**src/rtl/friscv_uart_tx_if.sv**
```systemverilog
// Bus interface between the core's data-memory port and the UART transmitter.
//  we_i    write strobe, one cycle per access
//  re_i    read strobe, one cycle per access
//  addr_i  register byte address
//  wdata_i write data (only [7:0] is meaningful to the UART)
//  rdata_o registered read data returned by the UART
interface friscv_uart_tx_if #(
    parameter int unsigned ADDR_WIDTH = 4
) ();
    logic                  we_i;
    logic                  re_i;
    logic [ADDR_WIDTH-1:0] addr_i;
    logic [31:0]           wdata_i;
    logic [31:0]           rdata_o;

    modport master (
        output we_i,
        output re_i,
        output addr_i,
        output wdata_i,
        input  rdata_o
    );

    modport slave (
        input  we_i,
        input  re_i,
        input  addr_i,
        input  wdata_i,
        output rdata_o
    );
endinterface

```
**src/rtl/friscv_uart_tx.sv**
```systemverilog
// Memory-mapped 8N1 UART transmitter with a TX FIFO and a pollable STATUS register.
//  clk    core clock
//  rst_n  asynchronous active-low reset
//  bus    slave side of friscv_uart_tx_if (we_i, re_i, addr_i, wdata_i, rdata_o)
//  tx_o   serial output, idle high, registered
// Register map (addr_i[3:2]): 0 TXDATA (WO), 1 STATUS (RO), 2/3 read as zero.
// STATUS = {28'b0, overflow, busy, empty, full}.
module friscv_uart_tx #(
    parameter int unsigned CLKS_PER_BIT = 434,
    parameter int unsigned FIFO_DEPTH   = 8,
    parameter int unsigned ADDR_WIDTH   = 4
) (
    input  logic               clk,
    input  logic               rst_n,
    friscv_uart_tx_if.slave    bus,
    output logic               tx_o
);

    localparam int unsigned CNT_W  = (CLKS_PER_BIT > 1) ? $clog2(CLKS_PER_BIT) : 1;
    localparam int unsigned PTR_W  = $clog2(FIFO_DEPTH);
    localparam int unsigned FCNT_W = PTR_W + 1;
    localparam int unsigned IDX_W  = 3;

    localparam logic [1:0] REG_TXDATA = 2'd0;
    localparam logic [1:0] REG_STATUS = 2'd1;

    typedef enum logic [1:0] {
        ST_IDLE  = 2'd0,
        ST_START = 2'd1,
        ST_DATA  = 2'd2,
        ST_STOP  = 2'd3
    } state_e;

    state_e             state_q, state_d;
    logic [CNT_W-1:0]   baud_q, baud_d;
    logic [IDX_W-1:0]   idx_q, idx_d;
    logic [7:0]         shift_q, shift_d;
    logic               tx_q, tx_d;

    logic [7:0]         mem_q [FIFO_DEPTH];
    logic [PTR_W-1:0]   wr_ptr_q, rd_ptr_q;
    logic [FCNT_W-1:0]  count_q, count_d;

    logic               ovf_q, ovf_d;
    logic [31:0]        rdata_q;

    logic [ADDR_WIDTH-1:0] addr_c;
    logic [1:0]         reg_sel_c;
    logic               full_c, empty_c, busy_c, bit_done_c;
    logic               pop_c, push_req_c, push_c, ovf_set_c, status_rd_c;
    logic [31:0]        status_c;
    logic               unused_ok_c;

    // Address decode and FIFO flags
    assign addr_c      = bus.addr_i;
    assign reg_sel_c   = addr_c[3:2];
    assign full_c      = (count_q == FCNT_W'(FIFO_DEPTH));
    assign empty_c     = (count_q == '0);
    assign busy_c      = (state_q != ST_IDLE);
    assign bit_done_c  = (baud_q == CNT_W'(CLKS_PER_BIT - 1));
    assign unused_ok_c = ^{addr_c, bus.wdata_i[31:8]};

    // A push into a full FIFO is still legal when the FSM pops in the same cycle
    assign push_req_c  = bus.we_i & (reg_sel_c == REG_TXDATA);
    assign push_c      = push_req_c & (~full_c | pop_c);
    assign ovf_set_c   = push_req_c & full_c & ~pop_c;
    assign status_rd_c = bus.re_i & (reg_sel_c == REG_STATUS);
    assign status_c    = {28'd0, ovf_q, busy_c, empty_c, full_c};

    // Sticky overflow: a new overflow event beats the read-triggered clear
    assign ovf_d = ovf_set_c | (ovf_q & ~status_rd_c);

    always_comb begin
        count_d = count_q;
        case ({push_c, pop_c})
            2'b10:   count_d = count_q + FCNT_W'(1);
            2'b01:   count_d = count_q - FCNT_W'(1);
            default: count_d = count_q;
        endcase
    end

    // Transmit FSM; tx_d is the line level for the current state, registered into tx_q
    always_comb begin
        state_d = state_q;
        baud_d  = baud_q;
        idx_d   = idx_q;
        shift_d = shift_q;
        tx_d    = 1'b1;
        pop_c   = 1'b0;
        case (state_q)
            ST_IDLE: begin
                baud_d = '0;
                if (!empty_c) begin
                    pop_c   = 1'b1;
                    shift_d = mem_q[rd_ptr_q];
                    state_d = ST_START;
                end
            end
            ST_START: begin
                tx_d = 1'b0;
                if (bit_done_c) begin
                    baud_d  = '0;
                    idx_d   = '0;
                    state_d = ST_DATA;
                end else begin
                    baud_d = baud_q + CNT_W'(1);
                end
            end
            ST_DATA: begin
                tx_d = shift_q[0];
                if (bit_done_c) begin
                    baud_d  = '0;
                    shift_d = {1'b0, shift_q[7:1]};
                    if (idx_q == IDX_W'(7)) begin
                        state_d = ST_STOP;
                    end else begin
                        idx_d = idx_q + IDX_W'(1);
                    end
                end else begin
                    baud_d = baud_q + CNT_W'(1);
                end
            end
            ST_STOP: begin
                tx_d = 1'b1;
                if (bit_done_c) begin
                    baud_d = '0;
                    // Chain straight into the next frame so frames stay contiguous
                    if (!empty_c) begin
                        pop_c   = 1'b1;
                        shift_d = mem_q[rd_ptr_q];
                        state_d = ST_START;
                    end else begin
                        state_d = ST_IDLE;
                    end
                end else begin
                    baud_d = baud_q + CNT_W'(1);
                end
            end
            default: state_d = ST_IDLE;
        endcase
    end

    // State, datapath and register file
    always_ff @(posedge clk or negedge rst_n) begin
        if (!rst_n) begin
            state_q  <= ST_IDLE;
            baud_q   <= '0;
            idx_q    <= '0;
            shift_q  <= '0;
            tx_q     <= 1'b1;
            wr_ptr_q <= '0;
            rd_ptr_q <= '0;
            count_q  <= '0;
            ovf_q    <= 1'b0;
            rdata_q  <= '0;
        end else begin
            state_q <= state_d;
            baud_q  <= baud_d;
            idx_q   <= idx_d;
            shift_q <= shift_d;
            tx_q    <= tx_d;
            count_q <= count_d;
            ovf_q   <= ovf_d;
            if (push_c) begin
                wr_ptr_q <= wr_ptr_q + PTR_W'(1);
            end
            if (pop_c) begin
                rd_ptr_q <= rd_ptr_q + PTR_W'(1);
            end
            if (bus.re_i) begin
                rdata_q <= (reg_sel_c == REG_STATUS) ? status_c : 32'd0;
            end
        end
    end

    // FIFO storage needs no reset; the pointers define what is valid
    always_ff @(posedge clk) begin
        if (push_c) begin
            mem_q[wr_ptr_q] <= bus.wdata_i[7:0];
        end
    end

    assign tx_o        = tx_q;
    assign bus.rdata_o = rdata_q;

endmodule

```
**src/flat_wrapper.sv**
```systemverilog
// flat-port wrapper written by rule: the top's interface ports become plain ports
module friscv_uart_tx_flat 
#(
    parameter int unsigned CLKS_PER_BIT = 434,
    parameter int unsigned FIFO_DEPTH   = 8,
    parameter int unsigned ADDR_WIDTH   = 4
)
  (clk, rst_n, tx_o, bus_we_i, bus_re_i, bus_addr_i, bus_wdata_i, bus_rdata_o);
  friscv_uart_tx_if #(.ADDR_WIDTH(ADDR_WIDTH)) bus_i ();
  input  logic clk;
  input  logic rst_n;
  output logic tx_o;
  input wire logic [$bits(bus_i.we_i)-1:0] bus_we_i;
  input wire logic [$bits(bus_i.re_i)-1:0] bus_re_i;
  input wire logic [$bits(bus_i.addr_i)-1:0] bus_addr_i;
  input wire logic [$bits(bus_i.wdata_i)-1:0] bus_wdata_i;
  output wire logic [$bits(bus_i.rdata_o)-1:0] bus_rdata_o;
  assign bus_i.we_i = bus_we_i;
  assign bus_i.re_i = bus_re_i;
  assign bus_i.addr_i = bus_addr_i;
  assign bus_i.wdata_i = bus_wdata_i;
  assign bus_rdata_o = bus_i.rdata_o;
  friscv_uart_tx #(.CLKS_PER_BIT(CLKS_PER_BIT), .FIFO_DEPTH(FIFO_DEPTH), .ADDR_WIDTH(ADDR_WIDTH)) u_core (.clk(clk), .rst_n(rst_n), .bus(bus_i), .tx_o(tx_o));
endmodule
```
**config.mk**
```make
export PLATFORM = sky130hd
export DESIGN_NAME = friscv_uart_tx_flat
export DESIGN_NICKNAME = d
export VERILOG_FILES = /design/src/rtl/friscv_uart_tx_if.sv /design/src/rtl/friscv_uart_tx.sv /design/src/flat_wrapper.sv
export SDC_FILE = /design/constraint.sdc
export NUM_CORES = 1
export LEC_CHECK = 0
export BUFFER_PORTS_ARGS = -buffer_cell sky130_fd_sc_hd__buf_4
export CORE_MARGIN = 2
export CORE_UTILIZATION = 51
export DETAILED_ROUTE_END_ITERATION = 12
export GPL_TIMING_DRIVEN = 0
export PLACE_DENSITY_LB_ADDON = 0.08
export RECOVER_POWER = 25
export SYNTH_ARGS = -nofsm -noshare
export SYNTH_HDL_FRONTEND = slang
export SYNTH_SLANG_ARGS = --single-unit
export TNS_END_PERCENT = 5
```
**constraint.sdc**
```tcl
create_clock -name clk -period 2.6 [get_ports clk]
set_clock_uncertainty 0.15 [all_clocks]
set_input_delay 0.39 -clock clk [delete_from_list [all_inputs] [get_ports clk]]
set_output_delay 0.39 -clock clk [all_outputs]
set_load 0.05 [all_outputs]
```
* Yosys cells after proc, flatten, opt, wreduce, memory -nomap -nowiden
Memory sizes are Yosys's and may differ from the RTL's.
Cells that the tools add are included.
** Operators by class
- Reduce and logical (&&, ||, !) cells :: 11
- Add/sub/neg operators :: 6
- Bitwise gates (word level) :: 11
- Equality and inequality tests :: 15
- Mux-type cells :: 25
** Operators by type and width (count)
- $mux 8 :: 3
- $pmux 8 s3 :: 1
- $pmux 9 s2 :: 1
- $mux 2 :: 5
- $add 3x1->3 const B :: 3
- $add 9x1->9 const B :: 1
- $eq 9x9->1 const B :: 1
- $mux 3 :: 3
- $mux 9 :: 1
- $ne 2x1->1 const B :: 4
- $pmux 2 s4 :: 1
- $pmux 4 s2 :: 1
- $and 1x1->1 :: 6
- $eq 2x1->1 const B :: 3
- $eq 2x2->1 const B :: 3
- $pmux 3 s2 :: 1
- $reduce_bool 2->1 :: 3
- $mux 1 :: 5
- $reduce_and 5->1 :: 1
- $add 4x1->4 const B :: 1
- $eq 4x4->1 const B :: 1
- $logic_not 2->1 :: 2
- $logic_not 4->1 :: 1
- $mux 4 :: 1
- 10 further kinds :: 15
** Word-level totals
- Logic and storage cells :: 79
- Bits in registers :: 66
- Memory bits (writable) :: 64
- Memories :: 1
- Output and inout port bits :: 33
** Memories
- u_core.mem_q :: depth 8, width 8, read ports 1, clocked after Yosys merged registers in 0, wr ports 1, line friscv_uart_tx.sv:40 : logic [7:0] mem_q [FIFO_DEPTH];

* Logic depth before layout (Yosys ltp)
Gate-level depths: netlist of the first run.
- Depth after elaboration :: 8
- Depth in mapped cells :: 13
- Depth with buffers taken out :: 12

* Least setup slack after synthesis of the first run
OpenSTA, ideal clock, no wires.
- Kind :: flip-flop to flip-flop
- From :: register u_core.state_q[0]
- To :: memory u_core.mem_q[0][0] (enable)
- Data required time :: 2.055 ns
- Clock period less this slack :: 2.811 ns
- Buffers on the path :: 1
- Arrival time :: 2.267 ns
- Setup slack :: -0.211 ns
- Cell stages (with the launch flop) :: 7
- Path through :: dfrtp_1 > inv_1 > ha_1 > nor4b_2 > o21ai_2 > buf_6 > nor4_1
** Between the ends
- Longest elaborated chain between the ends :: 6
** Ends and longest elaborated chain
- start: declaration :: line friscv_uart_tx.sv:34 : state_e state_q, state_d;
- start signal: assignment :: line friscv_uart_tx.sv:157 : state_q <= state_d;
- $eq 2x2->1 or $logic_not 2->1 (tied branches) :: line friscv_uart_tx.sv:90 : case (state_q)
- $pmux 1 s2 (*) :: line friscv_uart_tx.sv:90
- $or 1x1->1 (*) :: line friscv_uart_tx.sv:65 : assign push_c = push_req_c & (~full_c | pop_c);
- $and 1x1->1 (*) :: line friscv_uart_tx.sv:65
- $mux 1 (*) :: line friscv_uart_tx.sv:178 : if (push_c) begin
- $mux 1 (implied by the code) (*) :: line friscv_uart_tx.sv:179 : mem_q[wr_ptr_q] <= bus.wdata_i[7:0];
- end: declaration :: line friscv_uart_tx.sv:40
Mark *: on every way between the ends. The rest lies on a longest branch, timed or not.

* Worst setup path after layout of the first run
- From :: register u_core.baud_q[1]
- To :: memory u_core.mem_q[1][0] (enable)
** Between the ends
- Longest elaborated chain between the ends :: 7
** Ends and longest elaborated chain
- start: declaration :: line friscv_uart_tx.sv:35 : logic [CNT_W-1:0] baud_q, baud_d;
- start signal: assignment :: line friscv_uart_tx.sv:158 : baud_q <= baud_d;
- $eq 9x9->1 :: line friscv_uart_tx.sv:60 : assign bit_done_c = (baud_q == CNT_W'(CLKS_PER_BIT - 1));
- $mux 1 :: line friscv_uart_tx.sv:125 : if (bit_done_c) begin
- $pmux 1 s2 :: line friscv_uart_tx.sv:90
- $or 1x1->1 :: line friscv_uart_tx.sv:65
- $and 1x1->1 :: line friscv_uart_tx.sv:65
- $mux 1 :: line friscv_uart_tx.sv:178
- $mux 1 (implied by the code) :: line friscv_uart_tx.sv:179
No other way between the ends.

==> metrics.md, run 1 <==
| Metric | Value |
|---|---|
| Layout area overhead | `17.9%` |
| Largest cells by area after synthesis | `edfxtp_1 40%, dfrtp_1 19%, buf_4 4.8%, mux4_1 4.3%, mux4_2 3.7%` |
| Failing checks | `setup timing` |
| Worst path required time | `2.46 ns` |
| Commonest non-fill, non-tap cells in the layout | `64 x edfxtp_1, 57 x buf_4, 37 x dfrtp_1` |
| DRT iter0 DRCs | `approximately 120` |
| Max Used Layer | `met4` |
| Hold_ws | `roughly 0.1 ns` |
| Ys async rst share | `37.3%` |
| FMAX | `roughly 370 MHz` |
| Final WL | `about 9000 µm` |
| Overall routing resource usage | `18.6%` |
| Final hold violations | `0` |
| R2r setup slk | `-0.10 ns` |
| Setup TNS | `-1.75 ns` |
| TritonCTS clock tree | `built` |
| Clk Latency, worst-skew pair | `about 0.37 ns` |
| Worst R2R Start | `u_core.baud_q[1]` |
| Post-DRT Antenna Nets | `0` |
| DR pass1 iterations | `4` |
| Dominant synthesized flop cell | `edfxtp_1` |
| Fin. max-slew vios | `0` |
| EDFF count, synth | `64` |
| Die Y | `slightly above 100 µm` |
| Critical Path Sink Type | `register` |
| Critical Path Source Type | `register` |
| P_leak | `about 2.2 nW` |
| Max-cap viol count | `0` |
| Syn Std Cell Area | `slightly below 5000 µm²` |
| P per Cell Area | `961 nW/µm²` |
| Layout cell share with drive strength beyond 1 | `between 30 and 40%` |
| Commonest non-fill, non-tap cell in the layout | `edfxtp_1` |
| Seq pwr share | `around 40%` |
| Metal-1 WL | `4140 µm` |
| Setup WS post-layout | `-0.102 ns` |
| Crit path kind | `register to register` |
| Peak VDD IR | `around 0.6 mV` |
| Initial Util | `between 50% and 60%` |
| Clk sink count | `~100` |
| Layout Nets | `between 400 and 500` |
| Hold crit path type | `input port to register` |
| First-pass GRT wire length | `14000 µm` |
| Post-synth cell types | `57` |
| Unrepaired setup endpoints after global routing | `yes` |
| Io pins | `73` |
| RD Place Congestion | `0.769` |
| Worst hold path startpoint | `bus_re_i` |
| Largest net degree at the start of global routing | `39` |
| Clock share of power | `a little under a fifth` |
| Critical Path End | `u_core.mem_q[1][0]` |
| Final Critical Period | `2.70 ns` |
| WL met2 | `between 4000 and 5000 µm` |
| Max FO, Critical Path | `8` |
| Tcrit/Tclk final | `104%` |
| Dpl cells | `496` |
| # port buffers | `18` |
| DR WL/cell | `about 17 µm` |
| Worst Max-Slew Pin Slew | `0.920 ns` |
| Clk pin slew, worst setup/hold paths | `roughly 0.10 ns` |
| Worst reg2reg path depth | `8` |
| Vias in the first global route | `2610` |
| DR DRC count | `0` |
| Die ar. | `10300 µm²` |
| P_sw | `1.96 mW` |
| Setup violators final | `27` |
| Metal3 WL | `about 420 µm` |
| Core ar. | `around 9200 µm²` |
| Mapped Cells | `about 320` |
| Synth top area share | `roughly two fifths` |
| Avg Inst Size Synth | `15.0 µm²` |
| Grt ovf | `0` |
| Yosys warnings | `0` |
| Crit path DAT | `around 2.6 ns` |
| Status | `finished with violations` |
| H-tree Lvls | `3` |
| Switch share | `about 36%` |
| Combinational fraction of design power | `41.0%` |
| Post-synthesis register bit count | `roughly 100` |
| Initial antenna violation count | `0` |
| Antenna Cells | `0` |
| Final HPWL DP | `about 5500 µm` |
| Crit Reg-Reg Endpoint | `u_core.mem_q[1][0]` |
| Die Wd | `101 µm` |
| Area leader, netlist | `edfxtp_1` |
| Layout Cells excl Fill | `530` |
| Floorplan row count | `35` |
| Clk buf depth | `2` |
| Vias per cell | `5.11` |
| Internal power | `3.52 mW` |
| Max-slew headroom | `roughly two fifths` |
| Setup crit start | `u_core.baud_q[1]` |
| Seq/Total Area, Yosys | `59.4%` |
| Number of CTS-inserted buffers | `9` |
| DR vias | `approximately 2700` |
| Root buffer cell | `clkbuf_8` |
==> worst min path at each step <==
stage | endpoint | cells after the start
4_1_cts | u_core.mem_q[6][4] | 1
2_1_floorplan | u_core.baud_q[0] | 0
3_5_place_dp | u_core.shift_q[5] | 1
3_3_place_gp | u_core.shift_q[4] | 1
6_report | u_core.bus.rdata_o[1] | 2
5_1_grt | u_core.bus.rdata_o[1] | 2
==> sequential cells by signal, summed over array words and instances, names as in the netlist, 3 cells and up <==
signal	cells
u_core.baud_q	9
u_core.bus.rdata_o	4
u_core.count_q	4
u_core.idx_q	3
u_core.mem_q	64
u_core.rd_ptr_q	3
u_core.shift_q	8
u_core.wr_ptr_q	3
==> power by group through the flow <==
| stage | registers (mW) | clock network, mW | logic, mW |
|---|---|---|---|
| after floorplan | 2.22 | 0 | 1.57 |
| after global placement | 2.21 | 0 | 2.00 |
| after detailed placement | 2.22 | 0 | 2.04 |
| after CTS | 2.20 | 1.06 | 2.18 |
| after global routing | 2.25 | 1.12 | 2.47 |
| final | 2.21 | 1.03 | 2.24 |
==> metrics by stage <==
stage	cell area [µm²]	setup slack (ns)	power, mW	util, %
global route	5700	-0.253	5.84	61.7
finish	5700	-0.102	5.48	61.7
detailed placement	5250	-0.782	4.26	56.8
CTS	5630	-0.179	5.44	60.9
floorplan	4940	-0.146	3.80	-
global placement	5240	-0.871	4.21	56.7
==> synth_stat cells (4+ instances only) <==
library cell and count:
edfxtp_1 64, xnor2_1 6, a22o_1 4, xor2_1 8, nor4b_2 6, a21oi_1 5
nand3_1 5, mux4_2 8, inv_1 9, nor2_1 11, ha_1 14, o21ai_0 13
o21ai_1 10, dfrtp_1 37, nor3_1 4, mux2_2 9, mux2i_1 8, nand2_1 10
mux4_1 8, buf_4 31
==> cells by family (layout without fill, tap and decap cells) <==
group | Yosys count | after routing | share of synthesized area (%)
flops | 102 | 102 | 59.4
simple gates | 59 | 59 | 8.46
buf+inv | 49 | 101 | 7.17
compound gates | 47 | 47 | 6.18
mux | 36 | 36 | 12.5
fa+ha+maj | 14 | 14 | 3.62
xor+xnor | 14 | 14 | 2.54
other cells | 1 | 28 | 0.0775
==> critical path, cell delays in order, from the launching register on <==
cell	delay [ns]
dfrtp_1	0.40
inv_1	0.06
ha_1	0.15
nand4b_1	0.19
nor4b_4	0.35
o21ai_2	0.15
buf_6	0.16
buf_4	0.15
nor4b_4	0.60
==> area by class of cell <==
cell class / count / area [µm²]
buffer: 40 / 313
clock buffer: 10 / 128
clock inverter: 6 / 77.6
fill: 700 / 3540
inverter: 9 / 33.8
multi-input combinational: 198 / 1840
sequential: 102 / 2870
tap: 129 / 161
timing repair buffer: 36 / 272
==> per-layer routing <==
metal | track usage [%] | up-vias
met4 | 5.61 | 0
met2 | 27.6 | 60
li1 | - | 1307
met1 | 27.5 | 1336
met3 | 4.62 | 4
met5 | 0 | -
==> what timing repair did <==
item | in CTS | in global routing
cloned | 1 | 0
pin swaps | 4 | 5
endpoints found under the hold margin | 37 | 0
setup buffers | 9 | 7
endpoints found under the setup margin | 67 | 65
hold buffers | 1 | 0
gates resized for setup | 12 | 6
Power figures use the tool's default switching activity.
==> run 2: changes to the inputs <==
--- a/config.mk
+++ b/config.mk
@@ -12,6 +12,7 @@
 export GPL_TIMING_DRIVEN = 0
 export PLACE_DENSITY_LB_ADDON = 0.08
 export RECOVER_POWER = 25
+export REMOVE_ABC_BUFFERS = 1
 export SYNTH_ARGS = -nofsm -noshare
 export SYNTH_HDL_FRONTEND = slang
 export SYNTH_SLANG_ARGS = --single-unit
==> metrics.md, run 2 (synthesized netlist as in run 1, its figures left out) <==
| Metric | Value |
|---|---|
| Tcrit/Tclk final | `100%` |
| TritonCTS clock tree | `built` |
| Largest net degree at the start of global routing | `39` |
| Layout cell share with drive strength beyond 1 | `between 20% and 30%` |
| Initial antenna violation count | `0` |
| Final Instance Area | `approximately 5500 µm²` |
| Critical Path Source Type | `register` |
| DR DRC count | `0` |
| DRT iter0 DRCs | `114` |
| WP buf/inv | `1` |
| Crit path DAT | `2.71 ns` |
| Final HPWL DP | `5180 µm` |
| Delay-heaviest family, CP | `simple AND/OR/NAND/NOR gates` |
| Die ar. | `about 10000 µm²` |
| Clk buf depth | `2` |
| Max reg flops | `64` |
| # port buffers | `18` |
| Peak VDD IR | `0.687 mV` |
| Antenna Cells | `0` |
| Setup TNS | `-0.0126 ns` |
| Max-slew headroom | `around a third` |
| Setup WS post-layout | `-0.0126 ns` |
| Hold crit path type | `input port to register` |
| Max-cap viol count | `0` |
| Worst path required time | `2.70 ns` |
| Status | `finished with violations` |
| Floorplan row count | `35` |
| Critical Path Sink Type | `register` |
| Post-DRT Antenna Nets | `0` |
| Unrepaired setup endpoints after global routing | `yes` |
| Io pins | `73` |
| P_leak | `slightly above 2 nW` |
| Commonest non-fill, non-tap cell in the layout | `edfxtp_1` |
| FMAX | `between 300 and 400 MHz` |
| Slowest CP cell | `dfrtp_1` |
| Total power | `5.20 mW` |
| Cell mode on critical path | `xor2_1` |
| Fillers | `~700` |
| Failing checks | `setup timing` |
| DR pass1 iterations | `4` |
| Dpl cells | `457` |
| Setup violators final | `1` |
| Fin. max-slew vios | `0` |
| Number of CTS-inserted buffers | `9` |
| Worst Max-Slew Pin Slew | `slightly below 1 ns` |
| Vias per cell | `5.28` |
| Core ar. | `approximately 9200 µm²` |
| DR vias | `roughly 2600` |
| Vias in the first global route | `~2600` |
| Pre-CTS setup slack | `-0.923 ns` |
| Commonest non-fill, non-tap cells in the layout | `64 x edfxtp_1, 37 x dfrtp_1, 28 x conb_1, 28 x buf_4, 13 x o21ai_0` |
| DR WL/cell | `between 15 and 20 µm` |
| Final hold violations | `0` |
| Root buffer cell | `clkbuf_8` |
| Grt ovf | `0` |
| Post-DP Area | `approximately 5000 µm²` |
| Layout Nets | `between 400 and 500` |
| First-pass GRT wire length | `between 10000 and 15000 µm` |
| Layout Cells excl Fill | `496` |
| CP peak stage delay | `around 0.40 ns` |
| Layout area overhead | `13.0%` |
| Final Critical Period | `2.61 ns` |
| Initial Util | `52.3%` |
| H-tree Lvls | `3` |
| Largest Register | `u_core.mem_q` |
| Overall routing resource usage | `approximately 18%` |
| Die Wd | `101 µm` |
| Final WL | `approximately 8500 µm` |
| P per Cell Area | `around 950 nW/µm²` |
| Clk Latency, worst-skew pair | `about 0.36 ns` |
| Die Y | `101 µm` |
| Max FO, Critical Path | `5` |
| Top Registers | `u_core.mem_q (64), u_core.baud_q (9), u_core.shift_q (8)` |
| Clk sink count | `roughly 100` |
| Clk pin slew, worst setup/hold paths | `around 0.1 ns` |
| Crit path kind | `register to register` |
| Crit path cell chain | `inv_1 -> ha_2 -> nand4b_1 -> nor4b_4 -> o21ai_4 -> ha_4 -> xor2_1 -> ha_2 -> a21oi_2 -> xor2_1 -> nor2_1 -> xor2_1` |
| RD Place Congestion | `~0.74` |
## run 2: changes by cell type in the layout (fill, tap and decap cells not counted), moves of 2 or more
cell	delta
nor3_2	-3
buf_4	-29
clkinv_4	+2
ha_2	+3
nor3_4	+3
buf_6	+2
buf_2	-3
ha_1	-3
## run 2: area by class of cell
class	count	area, µm²	area share [%]
Sequential cell	102	2870	52.6
Multi-Input combinational cell	198	1880	34.4
Timing Repair Buffer	42	332	6.07
Tap cell	129	161	2.95
Clock buffer	10	128	2.34
Clock inverter	6	56.3	1.03
Inverter	9	33.8	0.618
## run 2: what timing repair did
item,in CTS,in global routing
setup endpoints to repair,71,60
hold buffers,1,0
resized for setup,18,11
buffers inserted,16,6
endpoints found under the hold margin,37,0
pin swaps,10,10
cloned,0,0
## run 2: per-layer routing
metal  routed length, µm  GRT usage (%)
met5                   0              0
met4                  99           5.41
met3                 378           4.76
met2                3930           25.9
met1                4100           27.7
## run 2: where the power goes
part	leakage (nW)	total, mW	internal, mW	switching, mW
Combinational	0.905	1.86	0.922	0.934
Sequential	1.06	2.41	1.98	0.432
Clock	0.0905	0.931	0.367	0.564
## run 2: through the flow
stage / util [%] / hold slack (ns)
6_report: 59.1 / 0.108
5_1_grt: 59.1 / 0.0915
4_1_cts: 58.3 / 0.0889
3_5_place_dp: 53.5 / 0.245
3_3_place_gp: 53.3 / 0.247
2_1_floorplan: - / -0.0556
## run 2: worst reg2reg max path, cell delays in order (launching register included)
cell,delay [ns]
dfrtp_1,0.40
inv_1,0.06
ha_2,0.17
nand4b_1,0.24
nor4b_4,0.40
o21ai_4,0.11
ha_4,0.19
xor2_1,0.14
ha_2,0.19
a21oi_2,0.11
xor2_1,0.15
nor2_1,0.06
xor2_1,0.13
## run 2: worst paths after layout
kind                       slack [ns]  depth (start not counted)                     to             start
max reg2reg                     -0.01                         12      u_core.count_q[2]  u_core.baud_q[1]
min in group asynchronous        0.38                          2      u_core.shift_q[5]             rst_n
min reg2reg                      0.34                          1       u_core.baud_q[0]  u_core.baud_q[0]
max in group asynchronous        1.54                          2            u_core.tx_o             rst_n
min                              0.11                          2  u_core.bus.rdata_o[1]          bus_re_i
max                             -0.01                         12      u_core.count_q[2]  u_core.baud_q[1]
==> run 3: changes to the inputs <==
==> constraint.sdc (replaced) <==
create_clock -name clk -period 2.2 [get_ports clk]
set_clock_uncertainty 0.15 [all_clocks]
set_input_delay 0.33 -clock clk [delete_from_list [all_inputs] [get_ports clk]]
set_output_delay 0.33 -clock clk [all_outputs]
set_load 0.05 [all_outputs]
==> metrics.md, run 3 (synthesized netlist as in run 1, its figures left out) <==
| Metric | Value |
|---|---|
| First-pass GRT wire length | `14100 µm` |
| Layout area overhead | `14.3%` |
| P_leak | `~2.1 nW` |
| Final WL | `~8600 µm` |
| RD Place Congestion | `about 0.74` |
| # port buffers | `18` |
| Initial Util | `between 50 and 60%` |
| Crit path DAT | `around 2.5 ns` |
| Max reg flops | `64` |
| Critical Path Source Type | `register` |
| Hold crit path type | `input port to register` |
| Antenna Cells | `0` |
| H-tree Lvls | `3` |
| Commonest non-fill, non-tap cells in the layout | `64 x edfxtp_1, 36 x dfrtp_1, 33 x buf_4` |
| Total power | `around 6.2 mW` |
| Status | `finished with violations` |
| Layout cell share with drive strength beyond 1 | `27.8%` |
| Max FO, Critical Path | `8` |
| Commonest non-fill, non-tap cell in the layout | `edfxtp_1` |
| Final HPWL DP | `between 5000 and 6000 µm` |
| Grt ovf | `0` |
| Tcrit/Tclk final | `118%` |
| Setup violators final | `slightly below 80` |
| Critical Path Sink Type | `register` |
| DR WL/cell | `around 17 µm` |
| FMAX | `between 300 and 400 MHz` |
| Hold_ws | `0.0408 ns` |
| Worst Max-Slew Pin Slew | `a little over 1 ns` |
| Clk pin slew, worst setup/hold paths | `~0.10 ns` |
| Max-slew headroom | `about a third` |
| Max-cap viol count | `0` |
| Clk Latency, worst-skew pair | `0.37 ns` |
| Failing checks | `setup timing` |
| DRT iter0 DRCs | `119` |
| Largest net degree at the start of global routing | `39` |
| Layout Nets | `between 400 and 500` |
| Io pins | `73` |
| P per Cell Area | `1120 nW/µm²` |
| Worst path required time | `about 2.1 ns` |
| Core ar. | `between 9000 and 10000 µm²` |
| Crit path kind | `register to register` |
| Largest Register | `u_core.mem_q` |
| Root buffer cell | `clkbuf_8` |
| Clk sink count | `~100` |
| DR vias | `between 2000 and 3000` |
| Clk buf depth | `2` |
| Final Critical Period | `between 2 and 3 ns` |
| Fin. max-slew vios | `0` |
| Number of CTS-inserted buffers | `9` |
| Setup WS post-layout | `-0.388 ns` |
| Top Registers | `u_core.mem_q (64), u_core.baud_q (9), u_core.shift_q (8)` |
| TritonCTS clock tree | `built` |
| Die ar. | `10300 µm²` |
| Final core occ | `between 50 and 60%` |
| Peak VDD IR | `just over 0.8 mV` |
| Initial antenna violation count | `0` |
| Vias per cell | `5.32` |
| DR pass1 iterations | `4` |
| Final hold violations | `0` |
| Unrepaired setup endpoints after global routing | `yes` |
| Post-DRT Antenna Nets | `0` |
| Setup TNS | `-20.86 ns` |
| Overall routing resource usage | `a little under a fifth` |
| Floorplan row count | `35` |
| Die Wd | `about 100 µm` |
| Die Y | `101 µm` |
| Vias in the first global route | `between 2000 and 3000` |
| DR DRC count | `0` |
==> run 3: cell type report <==
type | count | area (µm²)
Tap cell | 129 | 161
Clock inverter | 6 | 56.3
Clock buffer | 10 | 128
Multi-Input combinational cell | 198 | 1890
Inverter | 9 | 33.8
Sequential cell | 102 | 2880
Fill cell | 717 | 3710
Timing Repair Buffer | 46 | 382
==> run 3: timing repair <==
item | in CTS | in global routing
hold endpoints to repair | 37 | 0
setup buffers | 20 | 6
hold buffers | 1 | 0
setup endpoints to repair | 79 | 78
pin swaps | 11 | 9
gates resized for setup | 27 | 5
==> run 3: routing by layer <==
layer  GRT usage (%)  wire [µm]  vias to the layer above
met2            26.4       3970                       59
met5               0          0                        -
met4            5.20         78                        0
li1                -          -                     1251
met1            28.9       4260                     1341
met3            4.76        333                        7
==> run 3: where the power goes <==
part	internal [mW]	total [mW]	switching (mW)
Sequential	2.34	2.85	0.506
Combinational	1.13	2.26	1.13
Clock	0.434	1.10	0.668
Total	3.90	6.20	2.30
==> run 3: worst paths after layout <==
check	startpoint	to	slack, ns	cells past startpoint
worst max-delay path	u_core.baud_q[1]	u_core.mem_q[0][2]	-0.39	8
worst min-delay path	bus_re_i	u_core.bus.rdata_o[1]	0.04	2
worst max register to register	u_core.baud_q[1]	u_core.mem_q[0][2]	-0.39	8
worst min register to register	u_core.baud_q[0]	u_core.baud_q[0]	0.34	1
max in group asynchronous	rst_n	u_core.tx_o	1.20	2
min in group asynchronous	rst_n	u_core.shift_q[5]	0.31	2
==> run 3: through the flow <==
stage | instance area [µm²] | instances | setup WS [ns]
after floorplan | 4620 | 309 | -0.631
after global placement | 4920 | 456 | -1.80
after detailed placement | 4940 | 457 | -1.32
after CTS | 5490 | 494 | -0.450
after global routing | 5530 | 500 | -0.521
final | 5530 | 500 | -0.388
==> run 3: worst max-delay path, cell delays in order, from the launching register on <==
cell      delay, ns
dfrtp_1        0.39
inv_1          0.06
ha_2           0.17
nand4b_1       0.24
nor4b_4        0.39
o21ai_4        0.12
buf_4          0.24
nor4_4         0.34
buf_6          0.21
